<file path="src/rtl/mesh_port_wormhole_allocator_if.sv">
// Link-side bundle between the input directions and one output-port allocator.
// The allocator is the slave; the router fabric (or a bench) is the master.
interface mesh_port_wormhole_allocator_if #(
  parameter int inputs_p    = 5,
  parameter int width_p     = 12,
  parameter int len_width_p = 2,
  parameter int credits_p   = 2
);
  localparam int cred_w_lp = $clog2(credits_p + 1);

  logic [inputs_p-1:0]             v_i;
  logic [inputs_p*width_p-1:0]     data_i;
  logic [inputs_p*len_width_p-1:0] len_i;
  logic [inputs_p-1:0]             yumi_o;
  logic                            v_o;
  logic [width_p-1:0]              data_o;
  logic                            credit_i;
  logic [cred_w_lp-1:0]            credits_o;
  logic                            locked_o;

  modport slave (
    input  v_i, data_i, len_i, credit_i,
    output yumi_o, v_o, data_o, credits_o, locked_o
  );

  modport master (
    output v_i, data_i, len_i, credit_i,
    input  yumi_o, v_o, data_o, credits_o, locked_o
  );
endinterface

</file>
<file path="src/rtl/mesh_port_wormhole_allocator.sv">
// Output-port allocator for one mesh direction: round-robin among input sides,
// wormhole lock for multi-flit packets, credit-based flow control downstream.
//
// state  | meaning
// IDLE   | no packet in flight; any valid input may win the round-robin scan
// LOCKED | owner_q holds the link until remaining_q more flits have been sent
module mesh_port_wormhole_allocator #(
  parameter int inputs_p    = 5,
  parameter int width_p     = 12,
  parameter int len_width_p = 2,
  parameter int credits_p   = 2
) (
  input logic clk_i,
  input logic reset_i,
  mesh_port_wormhole_allocator_if.slave bus
);
  localparam int ptr_w_lp = (inputs_p > 1) ? $clog2(inputs_p) : 1;
  localparam int cred_w_lp = $clog2(credits_p + 1);
  localparam logic [cred_w_lp-1:0] credits_max_lp = cred_w_lp'(credits_p);

  typedef enum logic {IDLE, LOCKED} state_e;

  state_e                 state_q;
  logic [ptr_w_lp-1:0]    rr_ptr_q;
  logic [ptr_w_lp-1:0]    owner_q;
  logic [len_width_p-1:0] remaining_q;
  logic [cred_w_lp-1:0]   credits_q;

  logic                   found;
  logic                   send;
  logic [ptr_w_lp-1:0]    cand;
  logic [ptr_w_lp-1:0]    winner;
  logic [ptr_w_lp-1:0]    sel;
  logic [len_width_p-1:0] winner_len;

  function automatic logic [ptr_w_lp-1:0] inc_ptr(input logic [ptr_w_lp-1:0] p);
    return (p == ptr_w_lp'(inputs_p - 1)) ? '0 : p + ptr_w_lp'(1);
  endfunction

  // Round-robin scan: first valid input at or above rr_ptr_q, wrapping to 0.
  always_comb begin
    found      = 1'b0;
    winner     = '0;
    cand       = '0;
    winner_len = '0;
    for (int i = 0; i < inputs_p; i++) begin
      cand = ptr_w_lp'((int'(rr_ptr_q) + i) % inputs_p);
      if (!found && bus.v_i[cand]) begin
        found  = 1'b1;
        winner = cand;
      end
    end
    for (int i = 0; i < inputs_p; i++) begin
      if (winner == ptr_w_lp'(i)) winner_len = bus.len_i[i*len_width_p +: len_width_p];
    end
  end

  // Grant and flit mux; a registered credit is required, and reset blocks all sends.
  always_comb begin
    sel        = (state_q == LOCKED) ? owner_q : winner;
    send       = 1'b0;
    bus.yumi_o = '0;
    bus.data_o = '0;
    if (!reset_i && credits_q != '0) begin
      send = (state_q == LOCKED) ? bus.v_i[owner_q] : found;
    end
    for (int i = 0; i < inputs_p; i++) begin
      bus.yumi_o[i] = send && (sel == ptr_w_lp'(i));
      if (bus.yumi_o[i]) bus.data_o = bus.data_i[i*width_p +: width_p];
    end
    bus.v_o       = send;
    bus.locked_o  = !reset_i && (state_q == LOCKED);
    bus.credits_o = reset_i ? credits_max_lp : credits_q;
  end

  // FSM, round-robin pointer and credit counter.
  always_ff @(posedge clk_i) begin
    if (reset_i) begin
      state_q     <= IDLE;
      rr_ptr_q    <= '0;
      owner_q     <= '0;
      remaining_q <= '0;
      credits_q   <= credits_max_lp;
    end else begin
      // A returned credit saturates at the FIFO depth rather than wrapping.
      if (send && !bus.credit_i) begin
        credits_q <= credits_q - cred_w_lp'(1);
      end else if (!send && bus.credit_i && credits_q != credits_max_lp) begin
        credits_q <= credits_q + cred_w_lp'(1);
      end
      case (state_q)
        IDLE: begin
          if (send) begin
            if (winner_len == '0) begin
              rr_ptr_q <= inc_ptr(winner);
            end else begin
              state_q     <= LOCKED;
              owner_q     <= winner;
              remaining_q <= winner_len;
            end
          end
        end
        LOCKED: begin
          if (send) begin
            remaining_q <= remaining_q - len_width_p'(1);
            if (remaining_q == len_width_p'(1)) begin
              state_q  <= IDLE;
              rr_ptr_q <= inc_ptr(owner_q);
            end
          end
        end
      endcase
    end
  end

`ifndef SYNTHESIS
  // Downstream returned more credits than the FIFO has entries.
  credit_overflow_a: assert property (@(posedge clk_i) disable iff (reset_i)
    !(bus.credit_i && !send && credits_q == credits_max_lp));
`endif
endmodule

</file>
<file path="src/flat_wrapper.sv">
// flat-port wrapper written by rule: the top's interface ports become plain ports
module mesh_port_wormhole_allocator_flat 
#(
  parameter int inputs_p    = 5,
  parameter int width_p     = 12,
  parameter int len_width_p = 2,
  parameter int credits_p   = 2
)
  (clk_i, reset_i, bus_v_i, bus_data_i, bus_len_i, bus_credit_i, bus_yumi_o, bus_v_o, bus_data_o, bus_credits_o, bus_locked_o);
  mesh_port_wormhole_allocator_if #(.inputs_p(inputs_p), .width_p(width_p), .len_width_p(len_width_p), .credits_p(credits_p)) bus_i ();
  input logic clk_i;
  input logic reset_i;
  input wire logic [$bits(bus_i.v_i)-1:0] bus_v_i;
  input wire logic [$bits(bus_i.data_i)-1:0] bus_data_i;
  input wire logic [$bits(bus_i.len_i)-1:0] bus_len_i;
  input wire logic [$bits(bus_i.credit_i)-1:0] bus_credit_i;
  output wire logic [$bits(bus_i.yumi_o)-1:0] bus_yumi_o;
  output wire logic [$bits(bus_i.v_o)-1:0] bus_v_o;
  output wire logic [$bits(bus_i.data_o)-1:0] bus_data_o;
  output wire logic [$bits(bus_i.credits_o)-1:0] bus_credits_o;
  output wire logic [$bits(bus_i.locked_o)-1:0] bus_locked_o;
  assign bus_i.v_i = bus_v_i;
  assign bus_i.data_i = bus_data_i;
  assign bus_i.len_i = bus_len_i;
  assign bus_i.credit_i = bus_credit_i;
  assign bus_yumi_o = bus_i.yumi_o;
  assign bus_v_o = bus_i.v_o;
  assign bus_data_o = bus_i.data_o;
  assign bus_credits_o = bus_i.credits_o;
  assign bus_locked_o = bus_i.locked_o;
  mesh_port_wormhole_allocator #(.inputs_p(inputs_p), .width_p(width_p), .len_width_p(len_width_p), .credits_p(credits_p)) u_core (.clk_i(clk_i), .reset_i(reset_i), .bus(bus_i));
endmodule
</file>
<file path="config.mk">
export PLATFORM = sky130hd
export DESIGN_NAME = mesh_port_wormhole_allocator_flat
export DESIGN_NICKNAME = d
export VERILOG_FILES = /design/src/rtl/mesh_port_wormhole_allocator_if.sv /design/src/rtl/mesh_port_wormhole_allocator.sv /design/src/flat_wrapper.sv
export SDC_FILE = /design/constraint.sdc
export NUM_CORES = 1
export LEC_CHECK = 0
export CAP_MARGIN = 20
export CORE_UTILIZATION = 25
export DETAILED_ROUTE_END_ITERATION = 8
export PLACE_DENSITY_LB_ADDON = 0.15
export SETUP_SLACK_MARGIN = 0.4
export SLEW_MARGIN = 10
export SYNTH_ARGS = -nofsm -noshare
export SYNTH_HDL_FRONTEND = slang
export SYNTH_SLANG_ARGS = --single-unit
</file>
<file path="constraint.sdc">
create_clock -name clk_i -period 8.1 [get_ports clk_i]
set_clock_uncertainty 0.05 [all_clocks]
set_input_delay 0.81 -clock clk_i [delete_from_list [all_inputs] [get_ports clk_i]]
set_output_delay 0.81 -clock clk_i [all_outputs]
set_load 0.05 [all_outputs]
</file>
* Word-level counts from Yosys, hierarchy flattened *
Index checks and enable logic that the tools add are counted.

operators by class
  equality and inequality tests = 16
  reductions and logical operators = 29
  div/mod/pow operators = 5
  add/subtract/negate cells = 9
  bitwise gates (word level) = 2
  $lt $le $gt $ge = 6
  mux-type cells = 54

operator list
  operator                                                    number
  remainder unit 32 x 4 -> 32 bit, second input constant      4
  2-to-1 mux 12 bit                                           5
  2-to-1 mux 3 bit                                            12
  remainder unit 4 x 4 -> 32 bit, second input constant       1
  less-than comparator 3 x 4 -> 1 bit, second input constant  6
  2-to-1 mux 2 bit                                            11
  binary-select mux 1 bit (select 3 bit)                      6
  2-to-1 mux 1 bit                                            17
  logical AND 1 bit                                           14
  == test 3 x 2 -> 1 bit, second input constant               4
  == test 3 bit, second input constant                        3
  adder 3 x 2 -> 4 bit, second input constant                 2
  != test 2 bit, second input constant                        4
  logical NOT 1 bit                                           7
  adder 3 x 1 -> 3 bit, second input constant                 2
  == test 3 x 1 -> 1 bit, second input constant               2
  logical NOT 3 bit                                           2
  one-hot mux 3 bit (2 select lines)                          1
  AND reduction 3 bit                                         2
  adder 3 x 1 -> 4 bit, second input constant                 1
  adder 3 x 3 -> 4 bit, second input constant                 1
  != test 2 x 1 -> 1 bit, second input constant               2
  one-hot mux 2 bit (2 select lines)                          1
  AND reduction 4 bit                                         1
  other kinds (7)                                             10

storage, ports and cells
  logic and storage cells = 126
  flip-flop bits (word level) = 11
  output and inout port bits = 21
  bits of input ports = 78

* Depth between registers and ports, before layout *
  depth in word-level cells = 26
  depth in mapped cells = 29

* Worst setup path after synthesis *
Ideal clock, no wire load.

  path kind = reg-to-output
  start point = reg u_core.rr_ptr_q[0]
  end point = out bus_data_o[0]
  cell stages (with the launch flop) = 23
  buffers on the path = 4
  setup slack = 1006 ps
  data arrival time = 6234 ps
  cells stage by stage = dfxtp_1 clkinv_1 buf_1 ha_1 buf_2 xnor2_4 inv_2 ha_1 or3b_2 o22ai_1 or2_2 ha_1 inv_1 a211o_1 a2111oi_0 o22ai_1 a211o_1 nor4bb_2 buf_6 a41oi_4 clkbuf_1 a31oi_1 a21oi_1

between the ends
  longest elaborated chain between the ends = 24
  elaborated cells between the ends (all ways) = 55
  classes of those cells = add/sub (4); div (5); eq/ne (4); mux (28); reduce/logical (14)

ends and longest elaborated chain
  what                                                                      line                                 source
  start: declaration                                                        mesh_port_wormhole_allocator.sv:24   logic [ptr_w_lp-1:0] rr_ptr_q;
  start signal: assignment                                                  mesh_port_wormhole_allocator.sv:95   rr_ptr_q <= inc_ptr(winner);
  start signal: assignment                                                  mesh_port_wormhole_allocator.sv:108  rr_ptr_q <= inc_ptr(owner_q);
  branches (longest 15 deep; another with remainder unit 32 x 4 -> 32 bit)  --
  2-to-1 mux 1 bit (*)                                                      mesh_port_wormhole_allocator.sv:48   if (!found && bus.v_i[cand]) begin
  2-to-1 mux 1 bit (*)                                                      mesh_port_wormhole_allocator.sv:65   send = (state_q == LOCKED) ? bus.v_i[owner_q] : found;
  2-to-1 mux 1 bit (*)                                                      mesh_port_wormhole_allocator.sv:64   if (!reset_i && credits_q != '0) begin
  via bus_v_o                                                               flat_wrapper.sv:18                   output wire logic [$bits(bus_i.v_o)-1:0] bus_v_o;
  logical AND 1 bit                                                         mesh_port_wormhole_allocator.sv:68   bus.yumi_o[i] = send && (sel == ptr_w_lp'(i));
  2-to-1 mux 12 bit (4 in a row)                                            mesh_port_wormhole_allocator.sv:69   if (bus.yumi_o[i]) bus.data_o = bus.data_i[i*width_p +: width_p];
  2-to-1 mux 12 bit (*)                                                     mesh_port_wormhole_allocator.sv:69
  end: declaration                                                          flat_wrapper.sv:19                   output wire logic [$bits(bus_i.data_o)-1:0] bus_data_o;

Mark *: on every way through the listed nets, which the timed path passes. The select of a mux whose other input is x is not followed.

* Worst setup path in the final report *
  start point = reg u_core.rr_ptr_q[1]
  end point = out bus_data_o[4]

between the ends
  longest elaborated chain between the ends = 24
  elaborated cells between the ends (all ways) = 55
  classes of those cells = add/sub (4); div (5); eq/ne (4); mux (28); reduce/logical (14)

ends and longest elaborated chain
  what                                                                      line
  branches (longest 23 deep; another with remainder unit 32 x 4 -> 32 bit)  --
  2-to-1 mux 12 bit (*)                                                     mesh_port_wormhole_allocator.sv:69

Every way passes the cells marked *. The select of a mux whose other input is x is not followed.

==> results.json <==
{
  "synth_area_leaders": "ha_1 (10%), dfxtp_1 (6.2%), mux2i_1 (4.5%)",
  "antenna_cells": 0,
  "cp_top_family": "compound AO/OA/AOI/OAI gates",
  "synth_area_mm2": 0.003540,
  "rsz0062_at_grt": "no",
  "synth_cell_types": 90,
  "grtUsageTotal": 0.1673,
  "max_freq_mhz": 137.5,
  "p_leak_uw": 0.001839,
  "pin_count": 99,
  "finalWorstPathRequiredPeriod_ns": 7.272,
  "worstPathMaxFanout": 21,
  "slowest_delay_ns": 0.52,
  "dp_hpwl_um": 10010,
  "gp_congestion": 0.8803,
  "rows": 43,
  "slowest_stage": "a2111oi_0",
  "syn_avg_cell_area_um2": 7.547,
  "slew-limit-headroom": 0.5000,
  "hold_buffers": 0,
  "root_buffer": "clkbuf_16",
  "synthesis.nets": 577,
  "ys_ff_latch": 11,
  "yosys.area.top_type": "ha_1",
  "drt_iter0_markers": 334,
  "die_h_um": 121.0,
  "cts_tree": "built",
  "drt_first_pass_iters": 5,
  "synth_top_area_share": 0.1025,
  "critPathBufInv": 5,
  "grt_pass1_wl_um": 19900,
  "crit_path_cell_trace": "clkinvlp_4 > buf_4 > ha_1 > xnor2_4 > inv_2 > ha_1 > nor2_1 > a211oi_1 > or2_2 > ha_1 > a21boi_0 > a2111oi_0 > o22ai_1 > a211o_1 > nor4bb_4 > a41oi_4 > buf_4 > nand4_1 > o31ai_4 > a22oi_1 > a21oi_1 > buf_12",
  "path_class": "reg2out",
  "r2r-end": "u_core.owner_q[0]",
  "crit_path_frequent_cell": "ha_1",
  "synth_edf_count": 0,
  "grt-ovfl-total": 0,
  "cts-htree-levels": 1,
  "synth_most_common_cell": "nor2_1",
  "async_reset_ff_frac": 0,
  "synthToLayoutAreaGrowth_pct": 39.94,
  "tightest_slew_ns": 0.7490,
  "cap_violations": 0,
  "netlist_top_cells_count": "nor2_1 (36), nand2_1 (34), ha_1 (29)",
  "ys_seq_area_frac": 0.06221,
  "clock_sinks": 11,
  "grt_max_degree": 28,
  "stdcell_count": 740,
  "final-setup-viol-count": 0,
  "avgRoutedWirePerCell_um": 16.99,
  "reg2reg_depth": 26,
  "synthFlopType": "dfxtp_1",
  "fin_nets": 669,
  "startpoint": "u_core.rr_ptr_q[1]",
  "io_buffers": 98,
  "min-delay-start": "u_core.credits_q[1]",
  "cts.clk_slew.worst_paths_ns": 0.04,
  "grt_pass1_vias": 3813,
  "arrival_ns": 6.41,
  "ant_nets": 0,
  "ff2ff_setup_slack_ns": 1.14,
  "clk_latency_ns": 0.24,
  "min_to": "u_core.credits_q[1]",
  "drt-total-wl_um": 12570,
  "period_share": 0.8978,
  "crit_path_start_kind": "register",
  "min_path_type": "reg2reg",
  "drc": 0,
  "fin_tns_setup_ns": 0,
  "crit_path_end_kind": "output port",
  "die_w_um": 121.0,
  "final_util": 0.3582,
  "crit_required_ns": 7.24,
  "yosys_warnings": 0,
  "synthCells": 469,
  "report.final.hold_viol_count": 0,
  "status": "finished, final reports clean",
  "placeableCoreArea_mm2": 0.01383,
  "drive_above_1_share": 0.1571,
  "start_util": 0.2560,
  "viasPerCell": 5.557,
  "route.vias.total": 4112,
  "dp_cells": 729,
  "rr_startpoint": "u_core.rr_ptr_q[1]",
  "final-max-slew-violation-count": 0,
  "clk_path_buf_depth": 2,
  "fillers": 1445,
  "cts_buffers": 3,
  "design.die.area_mm2": 0.01464,
  "p_per_area_mw_per_mm2": 530.7,
  "antenna_found_initial": 0,
  "whs_path_depth": 2,
  "ir_worst_vdd_mv": 0.3824
}
-- metrics by stage --
step	area (um2)	hold slack (ns)	power, uW	setup slack (ns)
2_1_floorplan	3540	0.4497	1711	1.006
3_3_place_gp	4775	0.4963	2423	0.7797
3_5_place_dp	4775	0.5040	2426	0.5040
4_1_cts	4862	0.5160	2542	0.4875
5_1_grt	4954	0.5525	2805	0.4253
6_report	4954	0.5113	2629	0.8276
-- flip-flops by register name (all words and copies together), names as in the netlist --
signal / flops
u_core.state_q: 1
u_core.rr_ptr_q: 3
u_core.credits_q: 2
u_core.remaining_q: 2
u_core.owner_q: 3
-- worst max path at each step --
stage / to / slack, ns / cells after the start
after global routing: bus_data_o[4] / 0.43 / 22
after floorplan: bus_data_o[0] / 1.01 / 22
after CTS: bus_data_o[1] / 0.49 / 20
after detailed placement: bus_data_o[1] / 0.50 / 20
after global placement: bus_data_o[1] / 0.78 / 20
final: bus_data_o[4] / 0.83 / 22
-- worst min-delay path, cell delays in order, from the launching register on --
cell	delay (ns)
dfxtp_1	0.34
xnor2_1	0.13
nand2b_1	0.06
-- cells by family after synthesis --
| logic type | Yosys count | share of synthesized area |
|---|---|---|
| compound gates | 176 | 0.4033 |
| xor+xnor | 10 | 0.03217 |
| fa+ha+maj | 30 | 0.1082 |
| buf+inv | 60 | 0.08060 |
| flops | 11 | 0.06221 |
| mux | 24 | 0.07706 |
| simple gates | 158 | 0.2365 |
-- placed cells by master, fill, tap and decap left out, drive strengths merged, types with 4 or more instances in the layout --
cell type / n
dfxtp: 11
and2: 4
nor3: 18
a311oi: 4
a2111oi: 9
a21oi: 24
mux2: 6
o21ai: 25
a32oi: 9
buf: 32
nor2: 37
a31o: 4
a211o: 5
or3: 4
a211oi: 13
a22oi: 12
nand4: 8
nand2b: 16
clkdlybuf4s50: 80
inv: 31
mux2i: 16
nor2b: 5
nand3: 11
o211ai: 6
clkbuf: 4
nand2: 35
a31oi: 14
ha: 29
o22ai: 4
xnor2: 9
a21boi: 4
-- power by group --
part	switching, uW	total, uW	internal (uW)
logic	1410	2420	1010
registers	40.8	114	73.2
clock network	25.8	92.0	66.2
-- layout make-up --
type,count,area (um2),share of cell area
sequential,11,222.7,0.04496
timing repair buffer,112,1241,0.2506
inverter,35,135.1,0.02728
tap,180,225.2,0.04547
clock buffer,4,78.83,0.01591
multi-input combinational,398,3050,0.6158
-- routing by layer --
metal | global-route usage | vias to the layer above | part of all wire
met4 | 0.02701 | 0 | 0.0079
met2 | 0.3054 | 117 | 0.51
met3 | 0.01363 | 16 | 0.026
met1 | 0.2152 | 1975 | 0.45
li1 | - | 2004 | -
met5 | 0 | - | 0
-- what timing repair did --
item / 4_1_cts / 5_1_grt
resized for setup: 1 / 5
pin swaps: 0 / 2
hold endpoints to repair: 0 / 0
buffers inserted: 0 / 7
cloned: 0 / 0
endpoints found under the setup margin: 11 / 21
(Power assumes the default switching activity.)
